<file path="src/rtl/mp_add_seq.sv">
// Multi-precision add/subtract sequencer: walks WORDS x 64-bit operands through one
// shared 64-bit conditional-sum adder, one word per cycle, chaining carries upward.

module Con_sa_64 (
  input  logic [63:0] a,
  input  logic [63:0] b,
  input  logic        cin,
  output logic [63:0] sum,
  output logic        cout
);

  localparam int BLK = 8;
  localparam int NB  = 64 / BLK;

  logic [NB:0] carry;

  assign carry[0] = cin;

  // Each block precomputes both carry-in outcomes; the incoming carry only steers muxes.
  for (genvar i = 0; i < NB; i++) begin : g_blk
    logic [BLK:0] r0;
    logic [BLK:0] r1;

    assign r0 = {1'b0, a[i*BLK +: BLK]} + {1'b0, b[i*BLK +: BLK]};
    assign r1 = {1'b0, a[i*BLK +: BLK]} + {1'b0, b[i*BLK +: BLK]} + (BLK+1)'(1);

    assign sum[i*BLK +: BLK] = carry[i] ? r1[BLK-1:0] : r0[BLK-1:0];
    assign carry[i+1]        = carry[i] ? r1[BLK]     : r0[BLK];
  end

  assign cout = carry[NB];

endmodule

module mp_add_seq #(
  parameter int WORDS = 4
) (
  input  logic                  clk,
  input  logic                  rst,
  input  logic                  in_valid,
  output logic                  in_ready,
  input  logic [WORDS*64-1:0]   in_a,
  input  logic [WORDS*64-1:0]   in_b,
  input  logic                  in_sub,
  output logic                  out_valid,
  input  logic                  out_ready,
  output logic [WORDS*64-1:0]   out_sum,
  output logic                  out_cout,
  output logic                  out_ovf
);

  localparam int W     = WORDS * 64;
  localparam int IDX_W = $clog2(WORDS);
  localparam logic [IDX_W-1:0] LAST_IDX = IDX_W'(WORDS - 1);

  typedef enum logic [1:0] {
    IDLE,
    RUN,
    DONE
  } state_t;

  state_t           state;
  state_t           next_state;
  logic [IDX_W-1:0] idx;
  logic             carry;
  logic [W-1:0]     op_a;
  logic [W-1:0]     op_b;
  logic [W-1:0]     result;
  logic             cout_q;
  logic             ovf_q;

  logic             accept;
  logic             step;
  logic             last;
  logic [63:0]      a_word;
  logic [63:0]      b_word;
  logic [63:0]      add_sum;
  logic             add_cout;

  assign a_word = op_a[idx*64 +: 64];
  assign b_word = op_b[idx*64 +: 64];
  assign last   = (idx == LAST_IDX);

  Con_sa_64 u_adder (
    .a    (a_word),
    .b    (b_word),
    .cin  (carry),
    .sum  (add_sum),
    .cout (add_cout)
  );

  // NOTE: sequential state uses non-blocking assignments so every register samples
  // pre-edge values regardless of statement order.
  always_ff @(posedge clk or posedge rst) begin
    if (rst) begin
      state <= IDLE;
    end else begin
      state <= next_state;
    end
  end

  // NOTE: every output of this block gets a default first, so no path leaves one
  // unassigned and no latch is inferred.
  always_comb begin
    next_state = state;
    in_ready   = 1'b0;
    out_valid  = 1'b0;
    accept     = 1'b0;
    step       = 1'b0;
    unique case (state)
      IDLE: begin
        in_ready = !rst;
        if (in_valid && !rst) begin
          accept     = 1'b1;
          next_state = RUN;
        end
      end
      RUN: begin
        step = 1'b1;
        if (last) begin
          next_state = DONE;
        end
      end
      DONE: begin
        out_valid = 1'b1;
        if (out_ready) begin
          next_state = IDLE;
        end
      end
      default: next_state = IDLE;
    endcase
  end

  // NOTE: the operand and result registers are plain flops (no RAM), so clearing them
  // on reset is cheap and guarantees a reset pulse wipes any partial result.
  always_ff @(posedge clk or posedge rst) begin
    if (rst) begin
      idx    <= '0;
      carry  <= 1'b0;
      op_a   <= '0;
      op_b   <= '0;
      result <= '0;
      cout_q <= 1'b0;
      ovf_q  <= 1'b0;
    end else begin
      if (accept) begin
        op_a  <= in_a;
        op_b  <= in_sub ? ~in_b : in_b;
        idx   <= '0;
        carry <= in_sub;
      end
      if (step) begin
        result[idx*64 +: 64] <= add_sum;
        carry                <= add_cout;
        if (last) begin
          cout_q <= add_cout;
          // Signed overflow judged on the post-inversion operand, so one rule covers add and sub.
          ovf_q  <= (a_word[63] == b_word[63]) && (add_sum[63] != a_word[63]);
        end else begin
          idx <= idx + 1'b1;
        end
      end
    end
  end

  assign out_sum  = result;
  assign out_cout = cout_q;
  assign out_ovf  = ovf_q;

  a_hold_result: assert property (@(posedge clk) disable iff (rst)
    (out_valid && !out_ready) |=> (out_valid && $stable(out_sum) && $stable(out_cout) && $stable(out_ovf)));

  a_no_accept_busy: assert property (@(posedge clk) disable iff (rst)
    (state != IDLE) |-> !in_ready);

endmodule
</file>
<file path="config.mk">
export PLATFORM = sky130hd
export DESIGN_NAME = mp_add_seq
export DESIGN_NICKNAME = d
export VERILOG_FILES = /design/src/rtl/mp_add_seq.sv
export SDC_FILE = /design/constraint.sdc
export NUM_CORES = 2
export LEC_CHECK = 0
export BUFFER_PORTS_ARGS = -buffer_cell sky130_fd_sc_hd__buf_4
export CAP_MARGIN = 20
export CORE_AREA = 2 2 301 303
export CTS_CLUSTER_SIZE = 12
export DETAILED_ROUTE_END_ITERATION = 10
export DIE_AREA = 0 0 303 305
export HOLD_SLACK_MARGIN = 0.12
export MAX_ROUTING_LAYER = met4
export PLACE_DENSITY = 0.74
export SLEW_MARGIN = 20
export SYNTH_ARGS = -nofsm -noshare
export SYNTH_HDL_FRONTEND = slang
export SYNTH_HIERARCHICAL = 1
export SYNTH_SLANG_ARGS = --single-unit
</file>
<file path="constraint.sdc">
create_clock -name clk -period 79.7 [get_ports clk]
set_input_delay 11.955 -clock clk [delete_from_list [all_inputs] [get_ports clk]]
set_output_delay 11.955 -clock clk [all_outputs]
set_load 0.02 [all_outputs]
</file>
==> metrics.md <==
| Metric | Value |
|---|---|
| DRT antenna net count | `0` |
| Area after DPL | `43730 µm²` |
| Clock sinks | `775` |
| Clk pwr share | `16.4%` |
| Sw power | `1131 µW` |
| Total power | `2426 µW` |
| # port buffers | `776` |
| Initial antenna violation count | `48` |
| Maximum vdd drop | `0.00003282 V` |
| Endpoints failing setup | `0` |
| CTS root buffer | `clkbuf_16` |
| Post-synthesis register bit count | `775` |
| Largest net degree at the start of global routing | `261` |
| Switching Share | `46.61%` |
| Post-synth EDFFs | `0` |
| Combinational share of power | `55.6%` |
| Worst-Margin Slew | `1.193 ns` |
| Gpl congestion | `0.9069` |
| Total of max-cap violations | `0` |
| Post-CTS setup buffers | `0` |
| PD cells | `51.93 nW/µm²` |
| Seq/Total Area, Yosys | `52.24%` |
| P_leak | `0.02278 µW` |
| Reg clk slew, reported paths | `0.05 ns` |
| Synth warn | `6` |
| Die width | `303 µm` |
| GRT overflow | `0` |
| Crit-path most repeated cell | `buf_4` |
| Clock Latency Late Sink | `0.65 ns` |
| Violated checks | `design-rule violations` |
| DR vias | `28920` |
| Die Ht | `305 µm` |
| Die area | `92420 µm²` |
| Crit path capture type | `primary output` |
| Fin. Hold Viols | `0` |
| RSZ-0062 raised after global routing | `false` |
| Max stage delay cell, worst path | `nor3_1` |
| Initial Util | `41.56%` |
| CTS tree | `built` |
| Ports | `777` |
| Internal Dissipation | `1295 µW` |
| Row Count | `110` |
| Fmax | `40.92 MHz` |
| DRC | `78` |
| Clock skew | `0.02093 ns` |
| First-pass GRT wire length | `177100 µm` |
| Synth Net Count | `4074` |
| Slew Limit Fails | `0` |
| Mean Syn Cell Area | `10.70 µm²` |
| Buf/Inv on CP | `2` |
| Crit-path cells | `buf_4 -> nor3_1 -> buf_4` |
| Post-synthesis cell area | `37130 µm²` |
| Slew headroom | `19.92%` |
| Worst endpoint required time | `67.75 ns` |
| Most used DFF post-synth | `dfrtp_1` |
| Crit path DAT | `12.49 ns` |
| Number of vias per cell | `5.325` |
| Final nets | `4748` |
| DRT Wirelength | `118100 µm` |
| TNS Setup | `0 ns` |
| Post-CTS Hold Buffers | `0` |
| HP Class | `flop to flop` |
| Gr usage total | `26.01%` |
| Area Overhead vs Synth | `25.82%` |
| Kind of critical path | `input port to primary output` |
| Post-synthesis cell type count | `59` |
| Post-cts sizing count | `0` |
| Pre-antenna DRT Iters | `11` |
| CP Launch Type | `input port` |
| Max Fanout on Critical Path | `4` |
| Post-synth ARST share | `100.0%` |
| Largest stage delay on the critical path | `0.19 ns` |
| Num CTS Buffers | `86` |
| Vias in the first global route | `28570` |
| H-tree depth | `3` |
| Share of layout cells above drive strength 1 | `26.27%` |
| Final period utilization | `30.67%` |
| Dpl hpwl | `84930 µm` |
| DRT iter0 DRCs | `2461` |
| CTS max path bufs | `3` |
| Drt wl/cell | `21.75 µm` |
| Tmin final | `24.44 ns` |
| Sequential Power Share | `28.0%` |
| Cells after Synth | `3471` |
| Delay-heaviest family, CP | `buffers and inverters` |
| Status | `finished, violations left` |
| Fin area | `46710 µm²` |
| Hold slack final | `0.4669 ns` |
| Core Box Area | `89320 µm²` |
[cell families after synthesis]
logic type                 Yosys count  synth area share, %
xor gates and xnor gates           365                8.682
AOI/OAI and AO/OA                  617                11.29
and+or+nand+nor                   1219                13.16
buffers and inverters              261                3.188
adders and majority gates           86                3.060
DFF                                775                52.24
muxes                              148                8.378
[registers in the layout (all words and copies together) (netlist names)]
register,count
out_sum,256
state,2
op_b,256
carry,1
out_cout,1
op_a,256
out_ovf,1
idx,2
[worst register-to-register path: stages (launching register included)]
cell and delay [ns]:
dfrtp_4 0.74, buf_4 0.83, mux4_2 0.54, ha_1 0.26
fa_1 0.42, a21o_1 0.21, a221oi_2 0.25, xnor2_1 0.23
and2_1 0.20, a41oi_2 0.15, a21oi_2 0.26, and4_4 0.32
mux2i_2 0.40, mux2i_1 0.54, mux2_4 0.38, mux2i_2 0.44
mux2_4 0.44, mux2i_1 0.16, xnor2_1 0.54, or4b_1 0.50
nand3_1 0.09
[power groups by stage]
stage / registers, µW / logic (µW) / clock network [µW]
after CTS: 677 / 1340 / 405
after global placement: 673 / 1300 / 0
after global routing: 700 / 1460 / 423
final: 679 / 1350 / 398
after detailed placement: 681 / 1330 / 0
after floorplan: 701 / 813 / 0
[final cells by class]
cell class | instances | area (µm²)
multi-input cells | 2435 | 16600
clock inverters | 30 | 410.4
well taps | 1176 | 1471
diodes | 53 | 132.6
inverters | 33 | 131.4
clock buffers | 115 | 2361
flip-flops and latches | 775 | 19400
repair buffers | 814 | 6200
fillers | 7817 | 42610
[synth_stat cells, types with 10 or more instances]
cell,instances,area [µm²]
o21ai_0,260,1301
a21o_1,12,90.09
xor2_1,34,297.8
ha_1,78,975.9
a21oi_1,44,220.2
a22o_1,256,2242
clkbuf_1,90,337.8
dfrtp_1,775,19390
buf_2,124,620.6
nand4_1,10,62.56
nand2_1,1069,4013
o21ai_1,10,50.05
nand3_1,28,140.1
o21bai_1,21,157.7
xnor2_1,329,2882
nor2_1,49,183.9
mux4_2,128,2883
inv_1,33,123.9
[final timing paths]
| kind | start | end | slack (ns) | cells after the start |
|---|---|---|---|---|
| setup / recovery | rst | in_ready | 55.26 | 3 |
| hold / removal | op_a[220] | op_a[220] | 0.47 | 2 |
| setup reg to reg | idx[1] | out_ovf | 71.74 | 20 |
| hold reg to reg | op_a[220] | op_a[220] | 0.47 | 2 |
| max in group asynchronous | rst | op_b[223] | 65.23 | 5 |
| min in group asynchronous | rst | out_sum[230] | 11.47 | 2 |
[per-layer routing]
metal,vias to the layer above,track usage (%),routed length [µm]
met5,-,-,0
met4,0,12.87,5265
met2,1158,38.31,54740
met1,14300,34.89,49770
li1,13210,-,-
met3,255,4.213,8341
[stage by stage]
| stage | setup slack [ns] | std cells | util, % |
|---|---|---|---|
| 2_1_floorplan | 45.99 | 3471 | - |
| 3_3_place_gp | 55.30 | 5231 | 48.96 |
| 3_5_place_dp | 55.24 | 5231 | 48.96 |
| 4_1_cts | 55.24 | 5376 | 52.06 |
| 5_1_grt | 55.21 | 5427 | 52.28 |
| 6_report | 55.26 | 5431 | 52.30 |
[placed cells by master, fill, tap and decap left out, types with 19 or more instances in the layout]
cell       netlist  final
mux4_2         128    128
xor2_1          34     34
diode_2          0     53
a21oi_1         44     44
buf_4            5    807
clkbuf_1        90     19
o21bai_1        21     21
nand3_1         28     28
clkbuf_16        0     86
xnor2_1        329    327
ha_1            78     78
inv_1           33     32
nor2_1          49     48
o21ai_0        260    260
dfrtp_1        775    773
nand2_1       1069   1067
a22o_1         256    256
(Power assumes the default switching activity.)
